$ cat config.mk
export PLATFORM = sky130hd
export DESIGN_NAME = scs8hd_o311ai_exerciser
export DESIGN_NICKNAME = d
export VERILOG_FILES = /design/src/rtl/scs8hd_exer_pkg.sv /design/src/rtl/scs8hd_exer_settle_ctr.sv /design/src/rtl/scs8hd_o311ai_exerciser.sv
export SDC_FILE = /design/constraint.sdc
export NUM_CORES = 1
export LEC_CHECK = 0
export ABC_CLOCK_PERIOD_IN_PS = 2350
export CAP_MARGIN = 20
export CORE_UTILIZATION = 24
export DETAILED_ROUTE_END_ITERATION = 10
export SLEW_MARGIN = 20
export SYNTH_ARGS = -nofsm -noshare
export SYNTH_HDL_FRONTEND = slang
export SYNTH_SLANG_ARGS = --single-unit
$ cat constraint.sdc
create_clock -name CLK -period 2.35 [get_ports CLK]
set_clock_uncertainty 0.1 [all_clocks]
set_input_delay 0.705 -clock CLK [delete_from_list [all_inputs] [get_ports CLK]]
set_output_delay 0.705 -clock CLK [all_outputs]
set_load 0.02 [all_outputs]
$ cat src/rtl/scs8hd_exer_pkg.sv
// Shared types, constants and the expected-value function for the o311ai cell exerciser.
// Latency: n/a (package only).
// Backpressure: n/a (package only).
//
// Contents:
//   exer_state_e    - exerciser FSM states
//   VEC_W, NUM_VEC  - cell input vector width and count
//   LAST_VEC        - index of the final vector of a run
//   SETTLE_W        - width of the settle down-counter
//   o311ai_expect() - golden Y for a given input vector
package scs8hd_exer_pkg;

    localparam int VEC_W    = 5;
    localparam int NUM_VEC  = 32;
    localparam int SETTLE_W = 4;

    localparam logic [VEC_W-1:0] LAST_VEC = VEC_W'(NUM_VEC - 1);

    typedef enum logic [1:0] {
        ST_IDLE   = 2'd0,
        ST_SETTLE = 2'd1,
        ST_SAMPLE = 2'd2,
        ST_DONE   = 2'd3
    } exer_state_e;

    // Vector layout is {C1,B1,A3,A2,A1}; Y = !((A1|A2|A3) & B1 & C1).
    function automatic logic o311ai_expect(input logic [VEC_W-1:0] vec);
        return ~((vec[0] | vec[1] | vec[2]) & vec[3] & vec[4]);
    endfunction

endpackage

$ cat src/rtl/scs8hd_exer_settle_ctr.sv
// Loadable down-counter with terminal-count flag, used to time cell settle windows.
// Latency: load/decrement take effect at the next clock edge; tc_o is a decode of the count register.
// Backpressure: none; decrement stops at zero instead of wrapping.
//
// Ports:
//   clk_i       - clock, rising edge
//   rst_n_i     - asynchronous active-low reset (count returns to 0)
//   load_i      - load load_val_i into the counter (has priority over dec_i)
//   load_val_i  - value to load
//   dec_i       - decrement by one when not already zero
//   tc_o        - count is zero
module scs8hd_exer_settle_ctr #(
    parameter int W = 4
) (
    input  logic         clk_i,
    input  logic         rst_n_i,
    input  logic         load_i,
    input  logic [W-1:0] load_val_i,
    input  logic         dec_i,
    output logic         tc_o
);

    logic [W-1:0] cnt_q;
    logic [W-1:0] cnt_d;

    always_comb begin
        cnt_d = cnt_q;
        if (load_i) begin
            cnt_d = load_val_i;
        end else if (dec_i && (cnt_q != '0)) begin
            cnt_d = cnt_q - W'(1);
        end
    end

    always_ff @(posedge clk_i or negedge rst_n_i) begin
        if (!rst_n_i) begin
            cnt_q <= '0;
        end else begin
            cnt_q <= cnt_d;
        end
    end

    assign tc_o = (cnt_q == '0);

endmodule

$ cat src/rtl/scs8hd_o311ai_exerciser.sv
// Walks all 32 input vectors of an o311ai cell, samples Y after a settle window and counts mismatches.
// Latency: a run takes 32*(SETTLE_CYCLES+1) cycles from the accepting edge to DONE; all outputs registered.
// Backpressure: START is ignored while BUSY; no request queuing.
//
// Ports:
//   CLK, RESETB          - clock (rising edge) and asynchronous active-low reset
//   START                - run request, accepted in IDLE or DONE
//   Y_IN                 - Y output of the cell under test
//   A1/A2/A3/B1/C1_OUT   - cell input drives, equal to the current vector {C1,B1,A3,A2,A1}
//   BUSY                 - run in progress
//   DONE                 - run complete, held until the next accepted START
//   PASS                 - no mismatches in the completed run (0 unless DONE)
//   ERR_CNT              - saturating mismatch count
//   FAIL_VLD, FAIL_VEC   - first failing vector of the run; present only when
//                          SCS8HD_EXER_FIRST_FAIL_EN is defined
module scs8hd_o311ai_exerciser
    import scs8hd_exer_pkg::*;
#(
    parameter int SETTLE_CYCLES = 2,
    parameter int ERR_CNT_W     = 6
) (
    input  logic                 CLK,
    input  logic                 RESETB,
    input  logic                 START,
    input  logic                 Y_IN,
    output logic                 A1_OUT,
    output logic                 A2_OUT,
    output logic                 A3_OUT,
    output logic                 B1_OUT,
    output logic                 C1_OUT,
    output logic                 BUSY,
    output logic                 DONE,
    output logic                 PASS,
`ifdef SCS8HD_EXER_FIRST_FAIL_EN
    output logic                 FAIL_VLD,
    output logic [VEC_W-1:0]     FAIL_VEC,
`endif
    output logic [ERR_CNT_W-1:0] ERR_CNT
);

    if (SETTLE_CYCLES < 1 || SETTLE_CYCLES > 15) begin : g_bad_settle
        $error("SETTLE_CYCLES must be in 1..15");
    end

    // The counter is loaded with SETTLE_CYCLES-1 on SETTLE entry; SETTLE exits
    // on the cycle it reads zero, giving exactly SETTLE_CYCLES cycles of hold.
    localparam logic [SETTLE_W-1:0] SETTLE_LOAD = SETTLE_W'(SETTLE_CYCLES - 1);

    exer_state_e          state_q, state_d;
    logic [VEC_W-1:0]     vec_q, vec_d;
    logic [ERR_CNT_W-1:0] err_q, err_d;
    logic                 busy_q, busy_d;
    logic                 done_q, done_d;
    logic                 pass_q, pass_d;
`ifdef SCS8HD_EXER_FIRST_FAIL_EN
    logic                 fail_vld_q, fail_vld_d;
    logic [VEC_W-1:0]     fail_vec_q, fail_vec_d;
`endif

    logic                 ctr_load;
    logic                 ctr_dec;
    logic                 ctr_tc;
    logic                 mismatch;
    logic [ERR_CNT_W-1:0] err_sampled;

    scs8hd_exer_settle_ctr #(
        .W (SETTLE_W)
    ) u_settle_ctr (
        .clk_i      (CLK),
        .rst_n_i    (RESETB),
        .load_i     (ctr_load),
        .load_val_i (SETTLE_LOAD),
        .dec_i      (ctr_dec),
        .tc_o       (ctr_tc)
    );

    // Only meaningful in SAMPLE; vec_q has been held for the full settle window.
    assign mismatch    = (Y_IN != o311ai_expect(vec_q));
    assign err_sampled = (mismatch && !(&err_q)) ? (err_q + ERR_CNT_W'(1)) : err_q;

    always_comb begin
        state_d  = state_q;
        vec_d    = vec_q;
        err_d    = err_q;
        busy_d   = busy_q;
        done_d   = done_q;
        pass_d   = pass_q;
        ctr_load = 1'b0;
        ctr_dec  = 1'b0;
`ifdef SCS8HD_EXER_FIRST_FAIL_EN
        fail_vld_d = fail_vld_q;
        fail_vec_d = fail_vec_q;
`endif

        case (state_q)
            ST_IDLE, ST_DONE: begin
                if (START) begin
                    state_d  = ST_SETTLE;
                    vec_d    = '0;
                    err_d    = '0;
                    busy_d   = 1'b1;
                    done_d   = 1'b0;
                    pass_d   = 1'b0;
                    ctr_load = 1'b1;
`ifdef SCS8HD_EXER_FIRST_FAIL_EN
                    fail_vld_d = 1'b0;
                    fail_vec_d = '0;
`endif
                end
            end

            ST_SETTLE: begin
                if (ctr_tc) begin
                    state_d = ST_SAMPLE;
                end else begin
                    ctr_dec = 1'b1;
                end
            end

            ST_SAMPLE: begin
                err_d = err_sampled;
`ifdef SCS8HD_EXER_FIRST_FAIL_EN
                if (mismatch && !fail_vld_q) begin
                    fail_vld_d = 1'b1;
                    fail_vec_d = vec_q;
                end
`endif
                if (vec_q == LAST_VEC) begin
                    // Drives stay at the last vector while DONE is shown.
                    state_d = ST_DONE;
                    busy_d  = 1'b0;
                    done_d  = 1'b1;
                    pass_d  = (err_sampled == '0);
                end else begin
                    state_d  = ST_SETTLE;
                    vec_d    = vec_q + VEC_W'(1);
                    ctr_load = 1'b1;
                end
            end

            default: begin
                state_d = ST_IDLE;
            end
        endcase
    end

    always_ff @(posedge CLK or negedge RESETB) begin
        if (!RESETB) begin
            state_q <= ST_IDLE;
            vec_q   <= '0;
            err_q   <= '0;
            busy_q  <= 1'b0;
            done_q  <= 1'b0;
            pass_q  <= 1'b0;
        end else begin
            state_q <= state_d;
            vec_q   <= vec_d;
            err_q   <= err_d;
            busy_q  <= busy_d;
            done_q  <= done_d;
            pass_q  <= pass_d;
        end
    end

`ifdef SCS8HD_EXER_FIRST_FAIL_EN
    always_ff @(posedge CLK or negedge RESETB) begin
        if (!RESETB) begin
            fail_vld_q <= 1'b0;
            fail_vec_q <= '0;
        end else begin
            fail_vld_q <= fail_vld_d;
            fail_vec_q <= fail_vec_d;
        end
    end

    assign FAIL_VLD = fail_vld_q;
    assign FAIL_VEC = fail_vec_q;
`endif

    assign A1_OUT  = vec_q[0];
    assign A2_OUT  = vec_q[1];
    assign A3_OUT  = vec_q[2];
    assign B1_OUT  = vec_q[3];
    assign C1_OUT  = vec_q[4];
    assign BUSY    = busy_q;
    assign DONE    = done_q;
    assign PASS    = pass_q;
    assign ERR_CNT = err_q;

endmodule

## Yosys cells after proc, flatten, opt, wreduce, memory -nomap -nowiden

Index checks and enable logic that the tools add are counted.

| cells by class | value |
|---|---|
| add/subtract/negate cells | 3 |
| $mul | 0 |
| div/mod/pow operators | 0 |
| $lt $le $gt $ge | 0 |
| equal/unequal tests | 9 |
| shift-type cells | 0 |
| muxes and demuxes | 25 |
| bitwise operators | 5 |
| reductions and logical operators | 15 |

Operators with widths:

| operator | count |
|---|---|
| $mux 6 | 2 |
| $pmux 6 s2 | 1 |
| $mux 5 | 2 |
| $pmux 5 s2 | 1 |
| $mux 1 | 9 |
| $mux 4 | 2 |
| $ne 2x2->1 const B | 4 |
| $pmux 1 s2 | 4 |
| $add 6x1->6 const B | 1 |
| $logic_not 6->1 | 1 |
| $mux 2 | 3 |
| $pmux 2 s3 | 1 |
| $reduce_and 3->1 | 2 |
| $reduce_and 6->1 | 1 |
| $add 5x1->5 const B | 1 |
| $eq 5x5->1 const B | 1 |
| $eq 2x2->1 const B | 2 |
| $logic_not 4->1 | 1 |
| $reduce_and 2->1 | 2 |
| $reduce_bool 2->1 | 2 |
| $reduce_bool 4->1 | 1 |
| $sub 4x1->4 const B | 1 |
| $and 1x1->1 | 2 |
| $eq 2x1->1 const B | 1 |
| 7 further kinds | 9 |

| storage, ports and cells | value |
|---|---|
| register bits after elaboration | 20 |
| bits in latches | 0 |
| memory bits (writable) | 0 |
| memory bits (read-only) | 0 |
| input bits | 4 |
| output and inout port bits | 14 |
| memories kept | 0 |

## Depth between registers and ports, before layout

| logic depth | value |
|---|---|
| depth after elaboration | 11 |
| depth in mapped cells | 8 |
| gate-level depth less buffers | 7 |

## Hierarchy

A second synthesis with hierarchy kept.

| unflattened totals | value |
|---|---|
| cells, all modules | 149 |
| area, all modules | 1,391.3 um2 |

By module, submodules not included:

| module | instances | cells an instance | area an instance (um2) | seq. area each (um2) |
|---|---|---|---|---|
| scs8hd_o311ai_exerciser | 1 | 122 | 1,121.1 | 400.4 |
| scs8hd_exer_settle_ctr | 1 | 27 | 270.3 | 100.1 |

## Least setup slack after synthesis

OpenSTA, ideal clock, no wires.

| timing | value |
|---|---|
| path kind | reg2reg |
| start point | register vec_q[0] |
| end point | register pass_q (netlist: PASS) |
| arrival | 1,978 ps |
| data required time | 2,146 ps |
| setup slack | 168 ps |
| cell stages (with the launch flop) | 8 |
| path buffers | 0 |
| period minus slack after synthesis | 2,182 ps |
| cell sequence | dfrtp_1 inv_1 ha_1 nor2b_1 or3_4 nand3_1 mux2_2 o41ai_2 |

| between the ends | value |
|---|---|
| cells in the longest elaborated chain, start to end | 11 |
| elaborated cells between the ends (all ways) | 14 |

Ends and longest elaborated chain:

| item | RTL line | RTL |
|---|---|---|
| from (decl) | scs8hd_o311ai_exerciser.sv:50 | `logic [VEC_W-1:0] vec_q, vec_d;` |
| from (signal assigned) | scs8hd_o311ai_exerciser.sv:157 | `vec_q <= vec_d;` |
| $or 1x1->1 (2 in series) | scs8hd_exer_pkg.sv:28 | `return ~((vec[0] \| vec[1] \| vec[2]) & vec[3] & vec[4]);` |
| $and 1x1->1 (2 in series) | scs8hd_exer_pkg.sv:28 |  |
| $not 1->1 | scs8hd_exer_pkg.sv:28 |  |
| $ne 1x1->1 | scs8hd_o311ai_exerciser.sv:78 | `assign mismatch = (Y_IN != o311ai_expect(vec_q));` |
| $logic_and 1x1->1 | scs8hd_o311ai_exerciser.sv:79 | `assign err_sampled = (mismatch && !(&err_q)) ? (err_q + ERR_CNT_W'(1)) : err_q;` |
| $mux 6 | scs8hd_o311ai_exerciser.sv:79 |  |
| $logic_not 6->1 | scs8hd_o311ai_exerciser.sv:133 | `pass_d = (err_sampled == '0);` |
| $mux 1 | scs8hd_o311ai_exerciser.sv:128 | `if (vec_q == LAST_VEC) begin` |
| $pmux 1 s2 | scs8hd_o311ai_exerciser.sv:95 | `case (state_q)` |
| to (signal assigned) | scs8hd_o311ai_exerciser.sv:161 | `pass_q <= pass_d;` |
| to (decl) | scs8hd_o311ai_exerciser.sv:54 | `logic pass_q, pass_d;` |

Several ways; a longest one is shown, not always the timed one. The select of a mux whose other input is x is not followed.
A chain may end at the register's enable or synchronous reset.

## Final worst setup path

| timing | value |
|---|---|
| start point | register err_q[3] (netlist: ERR_CNT[3]) |
| end point | output port ERR_CNT[3] |

RTL lines:

| item | RTL line | RTL |
|---|---|---|
| from (decl) | scs8hd_o311ai_exerciser.sv:51 | `logic [ERR_CNT_W-1:0] err_q, err_d;` |
| from (signal assigned) | scs8hd_o311ai_exerciser.sv:158 | `err_q <= err_d;` |
| to (decl) | scs8hd_o311ai_exerciser.sv:38 | `output logic [ERR_CNT_W-1:0] ERR_CNT` |

No word-level cell between the ends.

==> impl_metrics.csv <==
group,metric,value,unit
sta,relSlewSlack,0.6110,
sta,fin_crit_sh,0.9597,
synthesis,synth_edf_count,0,
synthesis,synth_seq_area_share,0.3763,
sta,slew_violations,0,
grt,grt_pass1_vias,1050,
final_layout,fin_cells,240,
sta,hold_slack,394.8,ps
sta,worst_slack,94.64,ps
cts,holdBufCountCts,0,
cts,tritoncts,"done",
power,pwr-share-comb,0.468,
detailed_routing,viasPerCell,4.808,
final_layout,nNetsFinal,183,
sta,finalCriticalPeriod,2255,ps
detailed_routing,initialDrtViolationCount,49,
power,pwr_density_cell,847.0,mW/mm²
grt,grt_max_degree,21,
run,max_cap_viol_count,0,
detailed_routing,wl_per_cell,12.66,µm
cts,clock-sinks,20,
worst_setup_path,critPathArrivalTime,1450,ps
worst_setup_path,cp_top_family,"buffers and inverters",
grt,grt_pass1_wl,5161,µm
placed_design,hpwl,2231,µm
worst_setup_path,path_cells,"clkdlybuf4s50_1",
synthesis,synthesis.nets,158,
worst_setup_path,path_max_fanout,10,
detailed_routing,routed_wirelength,3038,µm
final_layout,diodes,0,
cts,root_buffer,"clkbuf_8",
synthesis,ys_ff_latch,20,
cts,cts_setup_buffers,0,
cts,worst_skew_pair.late_latency,260,ps
worst_setup_path,cpPeakStageDelay,660,ps
worst_setup_path,required,1540,ps
sta,hold_violations,0,
worst_setup_path,crit_buf_inv,1,
min_path,min_path_type,"reg -> reg",
final_layout,fin_area,0.001674,mm²
cts,cts_buffers,3,
worst_setup_path,endpoint_kind,"primary output",
outcome,status,"finished clean",
cts,clk_pin_slew_worst_paths,80,ps
sta,tightestPinTransition,579.6,ps
cts,cts_resized,0,
synthesis,yosys_most_used_dff,"dfrtp_1",
floorplanning,rows,26,
power,p_sw_frac,0.4285,
cts,clk_path_buf_depth,2,
floorplanning,die_w,76.45,µm
power,power_leakage,0.6966,nW
sta,setup_viol,0,
power,seq_power_share,0.335,
detailed_routing,first_pass_iters,4,
power,p_clk_frac,0.198,
final_layout,syn2layout_area_growth,25.87,%
power,switchingPower,0.6076,mW
power,irDropWorstVdd,258.8,µV
synthesis,ys_warn_count,0,
placed_design,dpl_cell_area,0.001619,mm²
grt,overflow,0,
sta,max_freq,443.4,MHz
worst_setup_path,start_kind,"register",
sta,tns,0,ps
placed_design,gp_congestion,0.7795,
synthesis,synth.avg_cell_area,9.110,µm²
placed_design,port_buffers,17,
synthesis,synthArstFlopShare,1.000,
placed_design,dpl_worst_slack,-130.2,ps
floorplanning,die_height,76.45,µm
floorplanning,pin_count,18,
synthesis,synth_cells,146,
grt,grt_usage,0.1118,
power,p_int,0.8103,mW
worst_setup_path,path_class,"reg -> out",
floorplanning,dieArea,0.005844,mm²
placed_design,place_inst,236,
floorplanning,coreArea,0.005238,mm²
sta,rsz0062_at_grt,"false",
synthesis,post_synth_num_cell_types,48,
detailed_routing,drtAntennaViolNets,0,
floorplanning,initial_core_util,0.2539,
worst_setup_path,crit_slowest_cell,"clkdlybuf4s50_1",
synthesis,mappedNetlistArea,0.001330,mm²
detailed_routing,drc_errors,0,
final_layout,drive_gt1_frac,0.1588,
grt,antenna_found_initial,0,
cts,htree_levels,1,
detailed_routing,via_count,1154,
[routing by layer]
| metal | up-vias | global-route usage | routed length (µm) |
|---|---|---|---|
| met4 | 0 | 0.03462 | 31 |
| met1 | 554 | 0.1535 | 1488 |
| met2 | 26 | 0.1676 | 1357 |
| met3 | 4 | 0.03234 | 160 |
| met5 | - | 0 | 0 |
| li1 | 570 | - | - |
[power by group through the flow]
stage / combinational [mW] / sequential, mW / clock, mW
floorplan: 0.457 / 0.487 / 0
global placement: 0.650 / 0.478 / 0
detailed placement: 0.666 / 0.482 / 0
CTS: 0.673 / 0.475 / 0.288
global route: 0.758 / 0.485 / 0.304
finish: 0.663 / 0.474 / 0.280
[area by class of cell]
cell class              count  area (µm²)
fillers                   550        3563
multi-input cells         112       754.5
flip-flops and latches     20       500.5
repair buffers             25       242.7
well taps                  70       87.58
clock buffers               4       55.05
inverters                   9       33.78
[per-stage QoR]
stage / power, mW / util
floorplan: 0.9443 / -
global placement: 1.128 / 0.3091
detailed placement: 1.148 / 0.3091
CTS: 1.436 / 0.3196
global route: 1.547 / 0.3196
finish: 1.418 / 0.3196
[flip-flops by register name, summed over array words and instances, names as in the netlist]
| signal | flops |
|---|---|
| ERR_CNT | 6 |
| PASS | 1 |
| DONE | 1 |
| state_q | 2 |
| BUSY | 1 |
| u_settle_ctr.cnt_q | 4 |
| vec_q | 5 |
[worst paths after layout]
path                       cells after the start  slack, ps       start    endpoint
setup reg to reg                               8        190    vec_q[0]  ERR_CNT[4]
hold / removal                                 2        390        PASS        PASS
max in group asynchronous                      2       1250      RESETB        BUSY
min in group asynchronous                      2        680      RESETB  ERR_CNT[5]
hold reg to reg                                2        390        PASS        PASS
setup / recovery                               1         90  ERR_CNT[3]  ERR_CNT[3]
[logic make-up (layout without fill, tap and decap cells)]
| family | count (synthesis) | in the layout | share of synthesized area |
|---|---|---|---|
| mux | 4 | 4 | 0.03104 |
| xor+xnor | 3 | 3 | 0.01976 |
| flops | 20 | 20 | 0.3763 |
| fa+ha+maj | 8 | 8 | 0.07526 |
| buf+inv | 14 | 38 | 0.05644 |
| compound gates | 40 | 40 | 0.2089 |
| simple gates | 57 | 57 | 0.2324 |
[synthesized netlist by cell type, types with 2 or more instances]
cell,n,share of area
xor2_1,2,0.013
ha_1,8,0.075
a21oi_1,12,0.045
o31ai_1,3,0.017
and3_1,3,0.014
nor3_1,5,0.019
nand3_1,4,0.015
o21ai_0,11,0.041
nand2_1,16,0.045
nor2b_1,2,0.0094
nand2b_1,2,0.0094
mux2i_1,3,0.023
and3_2,2,0.011
inv_1,9,0.025
or3_1,2,0.0094
dfrtp_1,20,0.38
nor2_1,11,0.031
[cells in the final DEF (no fill, tap or decap), types with 2 or more instances in the layout]
cell / Yosys / final
buf_4: 1 / 7
nand2b_1: 2 / 2
nor3_1: 5 / 5
dfrtp_1: 20 / 20
or3_1: 2 / 2
nor2b_1: 2 / 2
inv_1: 9 / 9
a21oi_1: 12 / 12
o31ai_1: 3 / 3
nand2_1: 16 / 16
nor2_1: 11 / 11
ha_1: 8 / 8
xor2_1: 2 / 2
o21ai_0: 11 / 11
and3_2: 2 / 2
mux2i_1: 3 / 3
nand3_1: 4 / 4
clkbuf_8: 1 / 4
and3_1: 3 / 3
clkdlybuf4s50_1: 0 / 17
Note: power is estimated with default switching activity, not from simulation.
